==> src/rtl/lfsr_gen.sv <==
// Parametrised Galois/Fibonacci LFSR with valid/ready output, seed load, input injection
// and all-zero lockup recovery. Define LFSR_PERIOD_CHECK_EN to add the period measurement outputs.
module lfsr_gen #(
    parameter int               WIDTH = 8,
    parameter logic [WIDTH-1:0] TAPS  = 8'h2D,
    parameter logic [WIDTH-1:0] INIT  = 8'h80,
    parameter int               STEP  = 1,
    parameter int               MODE  = 0
) (
    input  logic             clk,
    input  logic             rst,
    input  logic             en,
    input  logic [STEP-1:0]  in,
    input  logic             load,
    input  logic [WIDTH-1:0] seed,
    output logic             out_valid,
    input  logic             out_ready,
    output logic [STEP-1:0]  out,
    output logic [WIDTH-1:0] state,
`ifdef LFSR_PERIOD_CHECK_EN
    output logic             period_done,
    output logic [WIDTH-1:0] period,
`endif
    output logic             lockup
);

    logic             fire;
    logic             update;
    logic             next_zero;
    logic [WIDTH-1:0] step_state;
    logic [WIDTH-1:0] next_state;

    // One sub-step; both modes shift right and emit s[0].
    function automatic logic [WIDTH-1:0] sub_step(input logic [WIDTH-1:0] s, input logic b);
        logic [WIDTH-1:0] r;
        if (MODE == 0) begin
            r = {b, s[WIDTH-1:1]};
            if (s[0])
                r = r ^ TAPS;
        end else begin
            r = {(^(s & TAPS)) ^ b, s[WIDTH-1:1]};
        end
        return r;
    endfunction

    assign out_valid = en;
    assign fire      = out_valid & out_ready;

    always_comb begin
        logic [WIDTH-1:0] s;
        s   = state;
        out = '0;
        for (int k = 0; k < STEP; k++) begin
            out[k] = s[0];
            s      = sub_step(s, in[k]);
        end
        step_state = s;
    end

    assign update     = load | fire;
    assign next_state = load ? seed : step_state;
    assign next_zero  = (next_state == '0);

    always_ff @(posedge clk or posedge rst) begin
        if (rst) begin
            state  <= INIT;
            lockup <= 1'b0;
        end else begin
            lockup <= update & next_zero;
            if (update)
                state <= next_zero ? INIT : next_state;
        end
    end

`ifdef LFSR_PERIOD_CHECK_EN
    logic [WIDTH-1:0] count;
    logic [WIDTH-1:0] reference;

    // Reference is the state the measurement started from; a match closes one period.
    always_ff @(posedge clk or posedge rst) begin
        if (rst) begin
            count       <= '0;
            reference   <= INIT;
            period      <= '0;
            period_done <= 1'b0;
        end else begin
            period_done <= 1'b0;
            if (load) begin
                count     <= '0;
                reference <= next_zero ? INIT : seed;
            end else if (fire) begin
                if (next_zero) begin
                    count     <= '0;
                    reference <= INIT;
                end else if (step_state == reference) begin
                    period      <= count + WIDTH'(1);
                    period_done <= 1'b1;
                    count       <= '0;
                end else begin
                    count <= count + WIDTH'(1);
                end
            end
        end
    end
`endif

endmodule
==> config.mk <==
export PLATFORM = sky130hd
export DESIGN_NAME = lfsr_gen
export DESIGN_NICKNAME = d
export VERILOG_FILES = /design/src/rtl/lfsr_gen.sv
export SDC_FILE = /design/constraint.sdc
export NUM_CORES = 1
export LEC_CHECK = 0
export CORE_UTILIZATION = 39
export CTS_CLUSTER_SIZE = 24
export DETAILED_ROUTE_END_ITERATION = 7
export PLACE_DENSITY = 0.8
export SYNTH_ARGS = -nofsm -noshare
export SYNTH_HDL_FRONTEND = slang
export SYNTH_SLANG_ARGS = --single-unit
==> constraint.sdc <==
create_clock -name clk -period 2.3 [get_ports clk]
set_clock_uncertainty 0.2 [all_clocks]
set_input_delay 0.345 -clock clk [delete_from_list [all_inputs] [get_ports clk]]
set_output_delay 0.345 -clock clk [all_outputs]
set_load 0.03 [all_outputs]
After elaboration in Yosys (flattened, before gate mapping):

Cells that the tools add are included.

* muxes and demuxes: 3
* bitwise gates (word level): 4
* reduce and logical (&&, ||, !) cells: 1

Operators by type and width (number)
* $mux W8: 2
* $logic_not A8 Y1: 1
* $mux W6: 1
* $not A4 Y4: 1
* $and A1 B1 Y1: 2
* $or A1 B1 Y1: 1

* register bits: 9
* input bits: 14
* logic and storage cells: 10

Depth between registers and ports, before layout:

Gate-level depths: netlist of the first run.

* depth after elaboration: 5
* gate-level depth with buffers: 5
* depth with buffers taken out: 4

Least setup slack after synthesis of the first run:

OpenSTA, ideal clock, no wires.

* path type: reg2reg
* start: register state[0]
* end: register state[7]
* data arrival time: 1499 ps
* data required time: 2017 ps
* setup slack: 517 ps
* stages on the path, launching flop included: 6
* path buffers: 1
* period minus slack after synthesis: 1783 ps
* cells stage by stage: dfrtp_1 > buf_2 > or4_1 > mux2i_1 > o21ai_1 > a41oi_1

* cells in the longest elaborated chain, start to end: 4

Ends and longest elaborated chain
* from (decl): RTL line 19 `output logic [WIDTH-1:0] state,`
* from (signal assigned): RTL line 71 `state <= next_zero ? INIT : next_state;`
* $mux W6: RTL line 38 `if (s[0])`
* $mux W8: RTL line 61 `assign next_state = load ? seed : step_state;`
* $logic_not A8 Y1: RTL line 62 `assign next_zero = (next_state == '0);`
* $mux W8: RTL line 71

Every way passes these cells.
A chain may end at the register's enable or synchronous reset.

Final worst setup path of the first run:

* start: input port en
* end: output port out_valid

RTL lines
* from (decl): RTL line 12 `input logic en,`
* to (decl): RTL line 16 `output logic out_valid,`

No word-level cell between the ends.

==> results of run 1 <==
final timing paths:
check | endpoint | slack, ps | cells after the start
hold / removal | state[3] | 140 | 2
hold reg to reg | state[6] | 450 | 2
setup reg to reg | state[7] | 540 | 4
min in group clk | state[6] | 450 | 2
max in group asynchronous | state[7] | 1450 | 2
setup / recovery | out_valid | 180 | 2
area by class of cell:
class,count,area [um2]
Multi-Input combinational cell,48,280.3
Clock buffer,4,26.28
Fill cell,127,498.0
Sequential cell,9,226.5
Timing Repair Buffer,25,247.7
Tap cell,15,18.77
Inverter,1,3.754
worst register-to-register path, delay by kind of cell (launching register included):
| kind | cells | cell delay (ps) |
|---|---|---|
| flip-flops | 1 | 430 |
| AND/OR/NAND/NOR | 1 | 530 |
| AO/OA/AOI/OAI | 2 | 320 |
| multiplexers | 1 | 190 |
Yosys cell counts:
cell type / n
a22o_1: 1
nor2b_1: 1
nand4_1: 1
buf_2: 2
o21ai_0: 6
nor2_1: 9
a211oi_1: 1
nor4b_2: 1
or4_1: 1
nand3_1: 1
a41oi_1: 1
xnor2_1: 3
buf_4: 2
nand2_1: 9
dfrtp_1: 8
nor4_1: 1
clkbuf_1: 2
a21oi_1: 4
xor2_1: 1
dfstp_2: 1
a31oi_1: 1
and3b_1: 1
o21ai_1: 1
and3_1: 1
mux2i_1: 3
inv_1: 1
per-stage QoR:
stage	hold slack, ps	worst slack, ps
3_3_place_gp	421.6	192.8
3_5_place_dp	436.8	190.5
4_1_cts	159.6	182.4
5_1_grt	192.4	162.0
6_report	137.3	184.3
2_1_floorplan	-27.80	517.4
cells by family after synthesis:
logic type	after synthesis	synth area share, %
DFF	9	41.71
and+or+nand+nor	26	23.73
muxes	3	5.530
buffers and inverters	7	6.681
AOI/OAI and AO/OA	15	15.90
xor gates and xnor gates	4	6.453
where the power goes:
group / leakage (nW) / total (mW) / internal, mW / switching (mW)
clock: 0.0150 / 0.127 / 0.0669 / 0.0603
combinational: 0.206 / 0.156 / 0.0766 / 0.0793
sequential: 0.109 / 0.199 / 0.175 / 0.0241
total: 0.330 / 0.482 / 0.318 / 0.164
sequential cells by signal, summed over array words and instances, names as in the netlist:
name / count
state: 8
lockup: 1
metal layers:
metal  vias up  track usage, %  routed length [um]
met1       238           29.64                 647
met4         0           10.34                  10
met3         2           3.409                  76
met2        25           30.00                 578
met5         -               0                   0
li1        266               -                   -
==> results.json, run 1 <==
{
  "status": "finished, final reports clean",
  "design.core.area_um2": 1301,
  "dieWidth_um": 39.32,
  "drt-total-wl_um": 1311,
  "crit_buf_inv": 2,
  "final_layout_size_suffix_gt1_share_pct": 6.897,
  "fin_crit_ps": 2116,
  "cts.clk_slew.worst_paths_ps": 70,
  "setup.worst_path.start": "en",
  "insertion_delay_ps": 260,
  "fp.dieArea_um2": 1546,
  "tritoncts": "done",
  "rsz0062_at_grt": "no",
  "grt_pass1_vias": 477,
  "final_cell_mix": "clkdlybuf4s50_1, nand2_1, nor2_1, dfrtp_1, o21ai_0",
  "areaGrowthSynthToFinish_pct": 47.93,
  "slew_headroom_pct": 73.31,
  "stdcell_count": 102,
  "post_cts_resized": 0,
  "grt_overflow_total": 0,
  "max-vdd-ir-drop_uv": 277.0,
  "maxCapViolCount": 0,
  "detailed_place.area_um2": 777.0,
  "synth_cell_types": 26,
  "tns_ps": 0,
  "pin_count": 25,
  "startpoint_type": "input port",
  "die_h_um": 39.32,
  "cts_setup_buffers": 0,
  "nNetsFinal": 102,
  "setup_viol": 0,
  "diodes": 0,
  "start_util_pct": 41.73,
  "cpMostUsedCell": "clkdlybuf4s50_1",
  "hold_violations": 0,
  "gp_congestion": 0.8454,
  "syn_inst": 64,
  "cts_hold_buffers": 0,
  "cp.required_ps": 1750,
  "syn-cell-area_um2": 543.0,
  "drtAntennaViolNets": 0,
  "drc_errors": 0,
  "synth-seq-area-share_pct": 41.71,
  "synth-seq-cells": 9,
  "grt_pass1_wl_um": 2070,
  "grt_max_degree": 18,
  "power_density_nw_per_um2": 600.0,
  "critPathMaxFanout": 5,
  "h-tree-depth": 1,
  "clock-sinks": 9,
  "syn_area_per_cell_um2": 8.485,
  "crit_chain": "clkdlybuf4s50_1 > clkdlybuf4s50_1",
  "fmax_mhz": 472.7,
  "grtUsageTotal_pct": 20.79,
  "worst_slew_pin_slew_ps": 399.3,
  "drt-initial-drc-count": 16,
  "synth_top_area_cell": "dfrtp_1",
  "crit-reg2reg-launch": "state[1]",
  "cts_inserted_buffers": 3,
  "finalInstanceArea_um2": 803.3,
  "finish.utilization_pct": 61.73,
  "place_inst": 98,
  "slew_violations": 0,
  "critical_path_class": "input port to output pin",
  "root_buffer": "clkbuf_4",
  "rows": 13,
  "synthTopCellsByArea": "dfrtp_1, nand2_1, nor2_1",
  "post_drt_via_cell_ratio": 5.206,
  "port-buffer-count": 24,
  "end_kind": "output pin",
  "cts.path.max_buffers": 2,
  "hold_path.class": "input port to asynchronous set/reset pin",
  "dr_total_vias": 531,
  "critPathTopFamily": "buffers and inverters",
  "layout_commonest_cell": "clkdlybuf4s50_1",
  "wl_per_cell_um": 12.85,
  "p_leak_nw": 0.3301,
  "yosys_warnings": 0,
  "finalPower_uw": 482.0,
  "yosys.area.top_type_share_pct": 36.87,
  "first_pass_iters": 4,
  "max_stage_delay_ps": 690,
  "syn-num-nets": 78,
  "cp.arrival_ps": 1570,
  "min_period_over_period_pct": 91.99,
  "place_hpwl_um": 959.8,
  "antenna_found_initial": 0,
  "cp_slowest_cell": "clkdlybuf4s50_1"
}
Power figures use the tool's default switching activity.
==> inputs of run 2 (changes only) <==
Settings changed: CELL_PAD_IN_SITES_DETAIL_PLACEMENT set to 0, CELL_PAD_IN_SITES_GLOBAL_PLACEMENT set to 1, CORE_UTILIZATION 39 to 27, PLACE_DENSITY 0.8 to 0.79.
==> run 2 against run 1 <==
Net effect:
- die area rose by 42%
- critical path depth did not move
- flip-flop and latch count did not move
- combinational power barely moved
- maximum frequency fell by 0.40%
- first-iteration DRC count fell by 13%
- routed wire length fell by 0.31%
- critical path type unchanged
- register-to-register slack barely moved
- sequential power barely moved
- non-clock buffer count did not move
- utilization fell by 16 points
- largest cell class unchanged
- final cell count rose by 9.8%
==> results.json, run 2 (synthesis gave the netlist of run 1 again) <==
{
  "largestRegisters": "state (8), lockup (1)",
  "cp_slowest_cell": "clkdlybuf4s50_1",
  "pin_count": 25,
  "power_density_nw_per_um2": 588.9,
  "p_leak_nw": 0.3301,
  "tritoncts": "done",
  "rsz0062_at_grt": "no",
  "slew_violations": 0,
  "drt-total-wl_um": 1307,
  "largest_register_ffs": 8,
  "cts_setup_buffers": 0,
  "hold_violations": 0,
  "maxCapViolCount": 0,
  "rows": 15,
  "place_hpwl_um": 1001,
  "cp.arrival_ps": 1580,
  "ff2ff_setup_slack_ps": 540,
  "tns_ps": 0,
  "cts_hold_buffers": 0,
  "insertion_delay_ps": 260,
  "cpMostUsedCell": "clkdlybuf4s50_1",
  "crit_buf_inv": 2,
  "cts.path.max_buffers": 2,
  "end_kind": "output pin",
  "nNetsFinal": 102,
  "fin_crit_ps": 2124,
  "min_period_over_period_pct": 92.35,
  "reg2reg_depth": 4,
  "post_drt_via_cell_ratio": 4.714,
  "critPathMaxFanout": 5,
  "antenna_found_initial": 0,
  "crit_chain": "clkdlybuf4s50_1 > clkdlybuf4s50_1",
  "grtUsageTotal_pct": 14.59,
  "start_util_pct": 30.14,
  "startpoint_type": "input port",
  "fp.dieArea_um2": 2194,
  "diodes": 0,
  "drt-initial-drc-count": 14,
  "holdWs_ps": 143.6,
  "first_pass_iters": 4,
  "hold_path.class": "input port to asynchronous set/reset pin",
  "wl_per_cell_um": 11.67,
  "status": "finished, final reports clean",
  "drtAntennaViolNets": 0,
  "design.core.area_um2": 1802,
  "max-vdd-ir-drop_uv": 237.2,
  "critical_path_class": "input port to output pin",
  "layout_commonest_cell": "clkdlybuf4s50_1",
  "dr_total_vias": 528,
  "setup_viol": 0,
  "top_register": "state",
  "slew_headroom_pct": 74.11,
  "final_layout_size_suffix_gt1_share_pct": 6.897,
  "root_buffer": "clkbuf_4",
  "max_stage_delay_ps": 700,
  "drc_errors": 0,
  "final_cell_mix": "clkdlybuf4s50_1, nand2_1, nor2_1, dfrtp_1, o21ai_0",
  "crit-reg2reg-launch": "state[1]",
  "h-tree-depth": 1,
  "grt_overflow_total": 0,
  "worst_slew_pin_slew_ps": 387.5,
  "grt_pass1_vias": 444,
  "die_h_um": 46.85,
  "clock-sinks": 9,
  "fmax_mhz": 470.8,
  "crit-reg2reg-capture": "state[7]",
  "cp.required_ps": 1750,
  "critPathTopFamily": "buffers and inverters",
  "areaGrowthSynthToFinish_pct": 50.23,
  "gp_congestion": 0.7132,
  "cts_inserted_buffers": 3,
  "dieWidth_um": 46.85,
  "cts.clk_slew.worst_paths_ps": 60,
  "post_cts_resized": 0,
  "grt_max_degree": 18,
  "port-buffer-count": 24,
  "grt_pass1_wl_um": 2125
}
==> run 2: cell counts in the layout (fill, tap and decap cells not counted) <==
No cell type changed its count.
==> run 2: stage by stage <==
stage	std cells	utilization [%]	setup slack, ps	power [mW]	cell area, um2
2_1_floorplan	64	-	517.4	0.2885	543.0
3_3_place_gp	108	43.82	185.6	0.3556	789.5
3_5_place_dp	108	43.82	175.7	0.3576	789.5
4_1_cts	112	45.28	170.5	0.4843	815.8
5_1_grt	112	45.28	146.6	0.5086	815.8
6_report	112	45.28	175.9	0.4804	815.8
==> run 2: worst reg2reg max path, stage by stage, from the launching register on <==
cell	delay [ps]
dfrtp_1	430
or4_1	540
mux2i_1	180
o21ai_1	110
a41oi_1	220
==> run 2: how the worst max path moves through the flow <==
stage	from	endpoint	slack [ps]	depth (start not counted)
3_5_place_dp	en	out_valid	180	2
4_1_cts	en	out_valid	170	2
2_1_floorplan	state[0]	state[7]	520	5
3_3_place_gp	en	out_valid	190	2
5_1_grt	en	out_valid	150	2
6_report	en	out_valid	180	2
==> run 2: report_power, final <==
part	internal, mW	switching [mW]	total, mW
clock network	0.0671	0.0594	0.126
registers	0.175	0.0242	0.199
logic	0.0766	0.0783	0.155
==> run 2: final cells by class <==
cell class / count / area [um2]
Clock buffer: 4 / 26.28
Fill cell: 206 / 985.9
Multi-Input combinational cell: 48 / 280.3
Inverter: 1 / 3.754
Timing Repair Buffer: 25 / 247.7
Tap cell: 25 / 31.28
Sequential cell: 9 / 226.5
==> run 2: routing by layer <==
layer	vias up	track usage, %	share of wire (%)
met5	-	0	0
met1	226	19.48	48
met4	0	10.29	2.4
met2	32	21.11	41
li1	266	-	-
met3	4	2.692	8.1
